--- config.mk ---
export PLATFORM = sky130hd
export DESIGN_NAME = mem_arbiter
export DESIGN_NICKNAME = d
export VERILOG_FILES = /design/src/rtl/mem_arbiter.sv
export SDC_FILE = /design/constraint.sdc
export NUM_CORES = 1
export LEC_CHECK = 0
export CAP_MARGIN = 30
export CORE_ASPECT_RATIO = 0.75
export CORE_UTILIZATION = 47
export DETAILED_ROUTE_END_ITERATION = 12
export PLACE_DENSITY = 0.8
export SETUP_SLACK_MARGIN = 0.5
export SYNTH_ARGS = -nofsm -noshare
export SYNTH_HDL_FRONTEND = slang
export SYNTH_SLANG_ARGS = --single-unit
--- constraint.sdc ---
create_clock -name clk -period 1.75 [get_ports clk]
set_input_delay 0.175 -clock clk [delete_from_list [all_inputs] [get_ports clk]]
set_output_delay 0.175 -clock clk [all_outputs]
set_load 0.1 [all_outputs]
--- src/rtl/mem_arbiter.sv ---
`default_nettype none
// ============================================================================
// Module   : mem_arbiter
// Brief    : Round-robin fetch/load arbiter for one pipelined memory read port,
//            with a fixed-latency tag pipeline that routes data back to its owner.
// Revision : 1.0 - initial release
// ============================================================================
module mem_arbiter #(
  parameter int LATENCY = 2,
  parameter int AW      = 16,
  parameter int DW      = 16
) (
  input  logic          clk,
  input  logic          rst_n,
  input  logic          i_req,
  input  logic [AW-1:0] i_addr,
  output logic          i_gnt,
  input  logic          i_flush,
  output logic          i_ready,
  output logic [AW-1:0] i_raddr_out,
  output logic [DW-1:0] i_data_out,
  input  logic          d_req,
  input  logic [AW-1:0] d_addr,
  output logic          d_gnt,
  output logic          d_ready,
  output logic [AW-1:0] d_raddr_out,
  output logic [DW-1:0] d_data_out,
  output logic          mem_re,
  output logic [AW-1:0] mem_raddr,
  input  logic          mem_rvalid,
  input  logic [DW-1:0] mem_rdata,
  output logic          proto_err
);

  localparam logic SIDE_I = 1'b0;
  localparam logic SIDE_D = 1'b1;

  logic                r_last_gnt;
  logic [LATENCY:0]    r_tag_v;
  logic [LATENCY:0]    r_tag_side;
  logic [AW-1:0]       r_tag_addr [LATENCY+1];

  logic                w_xfer;
  logic                w_xfer_side;
  logic [AW-1:0]       w_xfer_addr;
  logic                w_ret_v;

  assign i_gnt = rst_n & i_req & ~i_flush & (~d_req | (r_last_gnt == SIDE_D));
  assign d_gnt = rst_n & d_req & (~i_req | i_flush | (r_last_gnt == SIDE_I));

  assign w_xfer      = i_gnt | d_gnt;
  assign w_xfer_side = d_gnt ? SIDE_D : SIDE_I;
  assign w_xfer_addr = d_gnt ? d_addr : i_addr;

  // A fetch tag retiring on the same edge as a flush counts as already squashed.
  assign w_ret_v = r_tag_v[LATENCY] & ~(i_flush & (r_tag_side[LATENCY] == SIDE_I));

  always_ff @(posedge clk) begin
    if (!rst_n) begin
      r_last_gnt  <= SIDE_D;
      r_tag_v     <= '0;
      r_tag_side  <= '0;
      mem_re      <= 1'b0;
      mem_raddr   <= '0;
      i_ready     <= 1'b0;
      i_raddr_out <= '0;
      i_data_out  <= '0;
      d_ready     <= 1'b0;
      d_raddr_out <= '0;
      d_data_out  <= '0;
      proto_err   <= 1'b0;
    end else begin
      mem_re <= w_xfer;
      if (w_xfer) begin
        mem_raddr  <= w_xfer_addr;
        r_last_gnt <= w_xfer_side;
      end

      r_tag_v[0]    <= w_xfer;
      r_tag_side[0] <= w_xfer_side;
      r_tag_addr[0] <= w_xfer_addr;
      for (int k = 1; k <= LATENCY; k++) begin
        r_tag_v[k]    <= r_tag_v[k-1] & ~(i_flush & (r_tag_side[k-1] == SIDE_I));
        r_tag_side[k] <= r_tag_side[k-1];
        r_tag_addr[k] <= r_tag_addr[k-1];
      end

      i_ready <= 1'b0;
      d_ready <= 1'b0;
      if (w_ret_v && mem_rvalid) begin
        if (r_tag_side[LATENCY] == SIDE_D) begin
          d_ready     <= 1'b1;
          d_raddr_out <= r_tag_addr[LATENCY];
          d_data_out  <= mem_rdata;
        end else begin
          i_ready     <= 1'b1;
          i_raddr_out <= r_tag_addr[LATENCY];
          i_data_out  <= mem_rdata;
        end
      end

      // Stray data or a missing return both break the fixed-latency contract.
      if (mem_rvalid != w_ret_v) begin
        proto_err <= 1'b1;
      end
    end
  end

endmodule
`default_nettype wire

==> reports/metrics.csv <==
stage,metric,value,unit
timing,fmax,0.658,GHz
yosys,"Top FF cell, synth",dfxtp_1,
finish,cell area after layout,7820,sq um
yosys,flip-flop and latch count after synthesis,138,
outcome,run status,completed,
yosys,synth warn,0,
die,area of the die,11100,sq um
route,DRC,0,
critical_path,Critical Path AT,1.87,ns
finish,Layout Cells excl Fill,776,
clocking,clock sinks,138,
yosys,Post-Syn Instances,479,
timing,RSZ-0062 raised after global routing,true,
finish,most frequent cells in the layout,"nand2_1, dfxtp_1, buf_4",
critical_path,Crit path largest cell delay,0.35,ns
critical_path,Worst Path Max Fanout,7,
yosys,"Async S/R FF share, synth",0,%
yosys,syn nets,534,
route,Avg WL per Cell,16.5,um
place,DP Cell Count,732,
route,Routed Antenna Nets,0,
clocking,Worst-Skew Late Latency,0.41,ns
route,final WL,12800,um
critical_path,CP cell instances,inv_2 -> a21boi_2 -> ha_2 -> buf_6 -> and2_4 -> buf_6 -> buf_16 -> nand2_2 -> a21boi_2,
timing,Final min period,1.52,ns
place,gpl congestion,0.866,
finish,share of layout cells above drive strength 1,34.7,%
route,drt pass-1 iters,5,
timing,final hold vios,0,
clocking,# H-tree levels,4,
clocking,TritonCTS clock tree,yes,
yosys,Synth area leaders,"dfxtp_1, edfxtp_1, nand2_1, a21boi_0, o31ai_1",
finish,"Core Util, Final",75.7,%
clocking,hold buffer count at CTS,0,
yosys,Synth cell types,26,
global_routing,GRT Util Overall,22.6,%
job,Max Cap Viol,0,
critical_path,CP top delay family,buffers and inverters,
route,via count,4143,
yosys,Syn Area/Cell,10.5,sq um
critical_path,Startpoint Class,flip-flop,
timing,Final period util,86.8,%
die,# rows,32,
finish,Multi-input gate area,1880,sq um
critical_path,WP depth,9,
timing,Slew @ Worst Pin,0.472,ns
pwr,maximum vdd drop,0.746,mV
hold_path,Hold Path Stages,3,
global_routing,GR Overflow Total,0,
timing,max-slew violation count,0,
finish,nets,682,
die,starting density of the core,48.6,%
pwr,leakage,3.07,nW
route,Initial DRC Count,253,
timing,final setup vio count,0,
critical_path,Crit path buffers/inverters,4,
global_routing,initial antenna violation count,0,
pwr,Power Density,1070,nW/um^2
clocking,register clock-pin slew on the reported worst setup and hold paths,0.06,ns
timing,Clock Skew,0.00411,ns
clocking,cts bufs inserted,17,
critical_path,crit end category,flip-flop,
clocking,clk root buf,clkbuf_16,
route,DR vias/cell,5.34,
place,number of port buffers,139,
yosys,sequential fraction of the synthesis area,64.6,%
place,Placed Area,6450,sq um
finish,fill cell count,641,
finish,Layout area overhead,55.8,%
critical_path,Worst EP required,2.10,ns
clocking,Clock Path Buffers,2,
die,overall die height,91.5,um
pwr,total power,8.39,mW
yosys,Synth top area share,35.9,%
critical_path,crit path kind,flip-flop to flip-flop,
die,IO Count,140,
global_routing,largest net degree at the start of global routing,118,
critical_path,reg2reg setup slack,0.23,ns
yosys,Post-synth EDFFs,48,
yosys,"area leader, netlist",dfxtp_1,
place,HPWL after DPL,7450,um
critical_path,Worst Reg2Reg Path Length in Cells,9,
finish,"commonest non-fill, non-tap cell in the layout",nand2_1,
finish,diode count,0,
finish,register area,3270,sq um
die,Die Span X,121,um
timing,Slew HR,68.6,%
die,core box area,10300,sq um
critical_path,"slowest stage cell, crit path",dfxtp_4,
yosys,netlist area before placement,5020,sq um
global_routing,vias in the first global route,3816,
hold_path,HP Class,primary input to flip-flop,
global_routing,first-pass GRT wire length,18900,um
state kept, by name (all words and copies together) (netlist names), 3 cells and up:
| name | cells |
|---|---|
| r_tag_addr | 48 |
| d_data_out | 16 |
| d_raddr_out | 16 |
| i_data_out | 16 |
| i_raddr_out | 16 |
| mem_raddr | 16 |
| r_tag_side | 3 |
| r_tag_v | 3 |
metal layers:
layer	share of wire, %	vias up	track usage (%)
met5	0	-	0
met4	1.3	0	7.00
met3	8.0	23	7.66
met2	47	216	35.6
met1	44	1948	29.3
li1	-	1956	-
logic make-up after synthesis:
group	synth area share [%]
buf+inv	3.94
simple gates	14.9
fa+ha+maj	0.249
compound gates	16.3
flops	64.6
worst register-to-register path: cells and delay by family (launching register included):
family / cells / cell delay [ns]
buf+inv: 4 / 0.40
flops: 1 / 0.35
simple gates: 2 / 0.26
compound gates: 2 / 0.25
fa+ha+maj: 1 / 0.21
synthesized netlist by cell type, types with 2 or more instances:
master / number
buf_6: 3
o21ai_1: 8
o21ai_0: 9
nand2_1: 149
o31ai_1: 16
a21boi_0: 62
clkbuf_1: 20
and2_1: 5
inv_1: 4
buf_2: 14
nand4_1: 16
dfxtp_1: 90
nor2_1: 3
nor2b_1: 2
a21oi_1: 3
a21boi_1: 3
a31oi_1: 16
edfxtp_1: 48
per-stage QoR:
stage	hold slack, ns	setup slack [ns]	setup TNS, ns
5_1_grt	0.145	0.167	0
3_3_place_gp	0.403	-0.118	-3.88
4_1_cts	0.120	0.263	0
3_5_place_dp	0.405	-0.275	-8.84
6_report	0.150	0.230	0
2_1_floorplan	0.262	0.387	0
report_power, final:
part	switching, mW	total [mW]	internal, mW
registers	0.0654	3.52	3.46
logic	0.528	0.812	0.284
clock network	1.30	4.05	2.75
total	1.89	8.39	6.49
worst paths after layout:
path | startpoint | to
max | r_tag_side[2] | d_raddr_out[2]
max reg2reg | r_tag_side[2] | d_raddr_out[2]
min reg2reg | r_tag_addr[0][31] | r_tag_addr[0][47]
min | rst_n | mem_raddr[10]
layout make-up:
class | count | area share [%]
sequential | 138 | 41.8
multi-input combinational | 299 | 24.1
timing repair buffer | 167 | 22.8
clock buffer | 23 | 6.93
tap | 136 | 2.18
clock inverter | 9 | 1.92
inverter | 4 | 0.224
what timing repair did:
action,in CTS,in global routing
setup endpoints to repair,106,116
gates resized for setup,43,102
pin swaps,11,29
gates cloned,3,1
buffers inserted,7,1
Note: power is estimated with default switching activity, not from simulation.
